==> config.mk <==
export PLATFORM = sky130hd
export DESIGN_NAME = bin2bcd_display
export DESIGN_NICKNAME = d
export VERILOG_FILES = /design/src/rtl/bin2bcd_display.sv
export SDC_FILE = /design/constraint.sdc
export NUM_CORES = 1
export LEC_CHECK = 0
export ABC_AREA = 0
export CAP_MARGIN = 20
export CORE_ASPECT_RATIO = 1.2
export CORE_MARGIN = 2
export CORE_UTILIZATION = 55
export CTS_CLUSTER_DIAMETER = 50
export DETAILED_ROUTE_END_ITERATION = 8
export PLACE_DENSITY = 0.78
export SLEW_MARGIN = 10
export SYNTH_ARGS = -nofsm -noshare
export SYNTH_HDL_FRONTEND = slang
export SYNTH_SLANG_ARGS = --single-unit
==> constraint.sdc <==
create_clock -name clk -period 4 [get_ports clk]
set_clock_uncertainty 0.05 [all_clocks]
set_input_delay 0.8 -clock clk [delete_from_list [all_inputs] [get_ports clk]]
set_output_delay 0.8 -clock clk [all_outputs]
set_load 0.02 [all_outputs]
==> src/rtl/bin2bcd_display.sv <==
// Iterative double-dabble converter feeding the seven-segment VGA renderer.
// Display outputs are registered and only change in FINISH, so the renderer never sees partial digits.
module bin2bcd_display #(
  parameter int WIDTH = 16
) (
  input  logic             clk,
  input  logic             reset,
  input  logic             start,
  input  logic [WIDTH-1:0] value,
  input  logic             div_zero,
  input  logic [3:0]       op_in,
  output logic             busy,
  output logic             done,
  output logic [3:0]       num3,
  output logic [3:0]       num2,
  output logic [3:0]       num1,
  output logic [3:0]       num0,
  output logic             posneg,
  output logic [3:0]       op,
  output logic             is_nan
);

  typedef enum logic [1:0] {
    S_IDLE,
    S_ABS,
    S_SHIFT,
    S_FINISH
  } state_t;

  localparam int              CW      = $clog2(WIDTH + 1);
  localparam logic [WIDTH-1:0] MAX_MAG = WIDTH'(9999);
  localparam logic [3:0]      OP_NONE = 4'd5;

  state_t           r_state;
  state_t           w_next;

  logic [WIDTH-1:0] r_value;
  logic             r_div_zero;
  logic [3:0]       r_op_in;
  logic             r_neg;
  logic             r_err;
  logic [WIDTH-1:0] r_mag;
  logic [15:0]      r_bcd;
  logic [CW-1:0]    r_cnt;

  logic             w_neg;
  logic [WIDTH-1:0] w_mag;
  logic             w_err;
  logic [15:0]      w_bcd_adj;
  logic             w_last;

  // Magnitude of the captured operand; -2^(WIDTH-1) negates to itself, which read unsigned is correct.
  always_comb begin
    w_neg = r_value[WIDTH-1];
    w_mag = w_neg ? ('0 - r_value) : r_value;
    w_err = r_div_zero || (w_mag > MAX_MAG);
  end

  // NOTE: every signal written in always_comb gets a default first, otherwise a latch is inferred.
  always_comb begin
    w_bcd_adj = r_bcd;
    for (int i = 0; i < 4; i++) begin
      if (r_bcd[4*i +: 4] >= 4'd5) begin
        w_bcd_adj[4*i +: 4] = r_bcd[4*i +: 4] + 4'd3;
      end
    end
  end

  assign w_last = (r_cnt == CW'(1));

  always_comb begin
    w_next = r_state;
    case (r_state)
      S_IDLE:   if (start) w_next = S_ABS;
      S_ABS:    w_next = w_err ? S_FINISH : S_SHIFT;
      S_SHIFT:  if (w_last) w_next = S_FINISH;
      S_FINISH: w_next = S_IDLE;
      default:  w_next = S_IDLE;
    endcase
  end

  // NOTE: sequential state uses non-blocking assignments so every register samples pre-edge values.
  always_ff @(posedge clk or posedge reset) begin
    if (reset) begin
      r_state <= S_IDLE;
    end else begin
      r_state <= w_next;
    end
  end

  always_ff @(posedge clk or posedge reset) begin
    if (reset) begin
      r_value    <= '0;
      r_div_zero <= 1'b0;
      r_op_in    <= OP_NONE;
      r_neg      <= 1'b0;
      r_err      <= 1'b0;
      r_mag      <= '0;
      r_bcd      <= '0;
      r_cnt      <= '0;
      done       <= 1'b0;
      num3       <= 4'd0;
      num2       <= 4'd0;
      num1       <= 4'd0;
      num0       <= 4'd0;
      posneg     <= 1'b0;
      op         <= OP_NONE;
      is_nan     <= 1'b0;
    end else begin
      done <= 1'b0;
      case (r_state)
        S_IDLE: begin
          if (start) begin
            r_value    <= value;
            r_div_zero <= div_zero;
            r_op_in    <= op_in;
          end
        end
        S_ABS: begin
          r_neg <= w_neg;
          r_err <= w_err;
          r_bcd <= '0;
          r_mag <= w_mag;
          r_cnt <= CW'(WIDTH);
        end
        S_SHIFT: begin
          {r_bcd, r_mag} <= {w_bcd_adj[14:0], r_mag, 1'b0};
          r_cnt          <= r_cnt - 1'b1;
        end
        S_FINISH: begin
          done <= 1'b1;
          op   <= r_op_in;
          if (r_err) begin
            num3   <= 4'd0;
            num2   <= 4'd0;
            num1   <= 4'd0;
            num0   <= 4'd0;
            posneg <= 1'b0;
            is_nan <= 1'b1;
          end else begin
            num3   <= r_bcd[15:12];
            num2   <= r_bcd[11:8];
            num1   <= r_bcd[7:4];
            num0   <= r_bcd[3:0];
            posneg <= r_neg;
            is_nan <= 1'b0;
          end
        end
        default: ;
      endcase
    end
  end

  assign busy = (r_state != S_IDLE);

endmodule

# Word-level counts from Yosys, hierarchy flattened
# Cells that the tools add are included.
word_totals:
  rom_bits: 0
  mem_bits_rw: 0
  register_bits: 85
  latch_bits: 0
  elab_cells: 59
  n_memories: 0
  in_bits: 24
classes:
  n_shift: 0
  div_mod_pow: 0
  multipliers: 0
  muxes: 19
  n_addsub: 6
  eq_ne: 6
  reduce_logical: 6
  order_cmp: 5
  bitwise_logic: 0
ops:
  columns: ["cell", "count"]
  rows:
  - ["one-hot mux 16 bit (2 select lines)", 2]
  - ["two-way mux 4 bit", 7]
  - ["greater-or-equal comparator 4 x 3 -> 1 bit, second input constant", 4]
  - ["> comparator 16 x 14 -> 1 bit, second input constant", 1]
  - ["two-way mux 16 bit", 1]
  - ["subtractor 1 x 16 -> 16 bit, first input constant", 1]
  - ["adder 4 x 2 -> 4 bit, second input constant", 3]
  - ["one-hot mux 5 bit (2 select lines)", 1]
  - ["one-hot mux 2 bit (4 select lines)", 1]
  - ["equality test 5 x 1 -> 1 bit, second input constant", 1]
  - ["subtractor 5 x 1 -> 5 bit, second input constant", 1]
  - ["equality test 2 bit, second input constant", 2]
  - ["two-way mux 1 bit", 4]
  - ["two-way mux 2 bit", 2]
  - ["!= test 2 bit, second input constant", 2]
  - ["AND reduction 2 bit", 2]
  - ["nonzero test 2 bit", 2]
  - ["adder 3 x 2 -> 3 bit, second input constant", 1]
  - ["two-way mux 3 bit", 1]
  - ["equality test 2 x 1 -> 1 bit, second input constant", 1]
  - ["zero test 2 bit", 1]
  - ["logical OR 1 bit", 1]

# Depth between registers and ports, before layout
logic_depth:
  depth_word: 6
  depth_mapped: 8
  depth_no_buf: 7

# Worst setup path after synthesis
# Ideal clock, no wire load.
synth_path:
  path_kind: "register to register"
  start: "register r_value[0]"
  end: "register r_mag[14]"
  path_stages_with_launch: 9
  arrival_ps: 2045
  path_slack_ps: 1780
  cell_sequence: "dfrtp_1 inv_1 ha_1 or4b_1 buf_2 o41ai_4 xor2_1 o21ai_1 mux2_4"
synth_between:
  elab_chain_cells: 3
synth_rtl:
  columns: ["item", "line", "rtl"]
  rows:
  - ["start: declaration", "37", "logic [WIDTH-1:0] r_value;"]
  - ["start signal: assignment", "114", "r_value <= value;"]
  - ["subtractor 1 x 16 -> 16 bit", "55", "w_mag = w_neg ? ('0 - r_value) : r_value;"]
  - ["two-way mux 16 bit", "55", null]
  - ["one-hot mux 16 bit (2 select lines)", "111", "case (r_state)"]
  - ["end signal: assignment", "123", "r_mag <= w_mag;"]
  - ["end signal: assignment", "127", "{r_bcd, r_mag} <= {w_bcd_adj[14:0], r_mag, 1'b0};"]
  - ["end: declaration", "42", "logic [WIDTH-1:0] r_mag;"]
# Every way passes these cells.
# A chain may end at the register's enable or synchronous reset.

# Worst setup path after layout
layout_path:
  start: "register r_state[0]"
  end: "output busy"
layout_between:
  elab_chain_cells: 1
layout_rtl:
  columns: ["item", "line", "rtl"]
  rows:
  - ["start: declaration", "34", "state_t r_state;"]
  - ["start signal: assignment", "87", "r_state <= w_next;"]
  - ["nonzero test 2 bit", "154", "assign busy = (r_state != S_IDLE);"]
  - ["end: declaration", "12", "output logic busy,"]
# Every way passes these cells.

==> flow_summary.toml <==
[timing]
holdWs_ps = 460.8
fmax_mhz = 375.4
worstMarginPinSlew_ps = 1033
min_period_over_period_pct = 66.60
setup_tns_ps = 0
slew_headroom_pct = 31.15
hold_violations = 0
rsz0062_at_grt = "false"
period_minus_slack_ps = 2664
drv_slew = 0
setup_viol = 0

[logic_synthesis]
synth.top_cells.by_count = "81 x dfrtp_1, 46 x inv_1, 41 x mux2_2"
yosysUniqueCellTypes = 53
synth_top_area_cell = "dfrtp_1"
synth_nets = 485
syn_inst = 445
ys_seq_area_share_pct = 46.76
synth-edff-count = 0
yosysTopAreaCellShare_pct = 44.46
synth-main-ff-cell = "dfrtp_1"
yosysWarnings = 0
ys_async_sr_fraction_pct = 100.0
synth_most_common_cell = "dfrtp_1"
syn-cell-area_um2 = 4559
avgSynthCellArea_um2 = 10.25
synth_area_leaders = "dfrtp_1 44%, mux2_2 10%, ha_1 4.4%"
ys_seq_elements = 85

[floorplanning]
fp-row-count = 36
dieArea_um2 = 9037
ios = 48
fp.dieH_um = 103.7
start_util_pct = 56.23
die_w_um = 87.12
core_area_um2 = 8108

[power_and_ir_drop]
clkPwrFrac_pct = 17.3
seq_power_share_pct = 38.0
combPwrFrac_pct = 44.8
switchingPower_w = 0.001525
internal_power_w = 0.002363
p_per_area_nw_per_um2 = 735.3
leakage_nw = 2.166
switching_share_pct = 39.23
ir_drop_uv = 407.9

[clocking]
ctsResizeCount = 0
h-tree-depth = 3
clk_latency_ps = 360
cts_setup_buffers = 0
cts_buffers = 9
cts_tree = "built"
cts_max_path_buffers = 2
clock-sinks = 85
root_buffer = "clkbuf_8"
path_clk_slew_ps = 80
ctsHoldBuffers = 0

[global_route]
grt_first_pass_wirelength_um = 14430
first_global_vias = 3198
grt_max_degree = 48
overflow = 0
antenna_found_initial = 0
grt.total_usage_pct = 19.82

[setup_path]
arrival_ps = 1810
worstSetupPathType = "flop to output port"
required_ps = 3150
start_kind = "flop"
crit_path_end_kind = "output port"
path_max_fanout = 6

[run]
timing.max_cap.violations = 0

[layout]
area_growth_pct = 16.00
n_antenna_cell = 0
fillCellCount = 650
nets = 523
drive_gt1_share_pct = 15.78
design_area_um2 = 5289

[outcome]
status = "finished clean"

[placed_design]
dpl_cell_area_um2 = 5075
dp_hpwl_um = 5787
portBuffers = 47
routabilityCongestion = 0.8292

[routing]
remaining_drc_errors = 0
wl_per_cell_um = 14.36
dr.first_iter.drc_count = 180
avgViaCountPerCell = 5.715
vias = 3332
final_antenna_net_count = 0
wl_um = 8369
drt_pass1_iterations = 4

[worst_hold_path]
min_path_type = "flop to flop"
==> area by class of cell <==
class | count | area [um^2] | area share [%]
Clock inverter | 6 | 86.33 | 1.632
Inverter | 46 | 173.9 | 3.288
Multi-Input combinational cell | 289 | 2142 | 40.50
Timing Repair Buffer | 52 | 508.0 | 9.605
Clock buffer | 10 | 127.6 | 2.413
Sequential cell | 85 | 2132 | 40.31
Tap cell | 95 | 118.9 | 2.247
==> registers in the layout, indices dropped and copies added, names as in the netlist <==
name and cells:
r_cnt 5, is_nan 1, op 4, num1 4
r_bcd 16, r_op_in 4, num2 4, r_err 1
num0 4, r_state 2, done 1, num3 4
r_neg 1, r_value 16, posneg 1, r_div_zero 1
r_mag 16
==> layer usage <==
layer	vias to the layer above	global-route usage, %	part of all wire [%]
met1	1605	26.35	45
met3	14	4.064	3.4
li1	1638	-	-
met4	0	7.473	1.5
met5	-	0	0
met2	75	31.73	50
==> worst max-delay path, stage by stage, from the launching register on <==
cell	delay, ps
dfrtp_1	440
inv_1	120
ha_1	230
inv_1	80
clkdlybuf4s50_1	600
==> cell usage in the layout (no fill, tap or decap), types with 3 or more instances in the layout <==
| cell type | count |
|---|---|
| nand3_1 | 4 |
| xor2_1 | 8 |
| and3b_1 | 3 |
| dfrtp_1 | 81 |
| clkbuf_8 | 9 |
| clkdlybuf4s50_1 | 47 |
| nor3_1 | 4 |
| or2_2 | 3 |
| nor2b_1 | 3 |
| nand2b_1 | 9 |
| a31oi_1 | 4 |
| mux2_2 | 41 |
| inv_1 | 45 |
| clkinv_2 | 3 |
| or3_1 | 4 |
| o21ai_0 | 37 |
| buf_4 | 5 |
| o21ai_1 | 8 |
| ha_1 | 16 |
| nor3b_1 | 3 |
| nor2_1 | 12 |
| a21oi_1 | 15 |
| o31ai_1 | 8 |
| nand2_1 | 27 |
| nand3b_1 | 18 |
| xnor2_1 | 8 |
| dfstp_2 | 4 |
| o22ai_1 | 15 |
| nor4_1 | 6 |
==> power groups by stage <==
stage | sequential (W) | combinational, W | clock (W)
3_5_place_dp | 0.00148 | 0.00175 | 0
5_1_grt | 0.00153 | 0.00193 | 0.000728
2_1_floorplan | 0.00139 | 0.00144 | 0
6_report | 0.00148 | 0.00174 | 0.000672
3_3_place_gp | 0.00146 | 0.00168 | 0
4_1_cts | 0.00147 | 0.00175 | 0.000681
==> kinds of logic (layout without fill, tap and decap cells) <==
group                    Yosys count  after routing  share of synthesized area [%]
adder cells (fa/ha/maj)           16             16                          4.391
AO/OA/AOI/OAI                    105            105                          14.63
XOR/XNOR                          16             16                          3.074
flip-flops                        85             85                          46.76
AND/OR/NAND/NOR                  108            108                          14.00
buffers and inverters             71            114                          6.257
multiplexers                      44             44                          10.89
==> worst paths after layout <==
path                             startpoint    endpoint  slack, ps  depth (start not counted)
worst max-delay path             r_state[0]        busy       1340                          4
worst min-delay path               r_mag[5]    r_mag[5]        460                          1
worst max register to register  r_value[15]  r_state[0]       1450                          5
worst min register to register     r_mag[5]    r_mag[5]        460                          1
max in group asynchronous             reset       op[2]       2370                          3
min in group asynchronous             reset      is_nan        760                          2
==> stage by stage <==
step                worst slack, ps  instances  util [%]  total power, W
floorplan                     963.1        445         -        0.002829
detailed placement             1477        567     62.59        0.003230
global placement               1478        567     62.59        0.003146
finish                         1336        583     65.23        0.003889
CTS                            1329        583     65.23        0.003906
global route                   1217        583     65.23        0.004188
No activity file was read; power rests on OpenSTA's default activity.
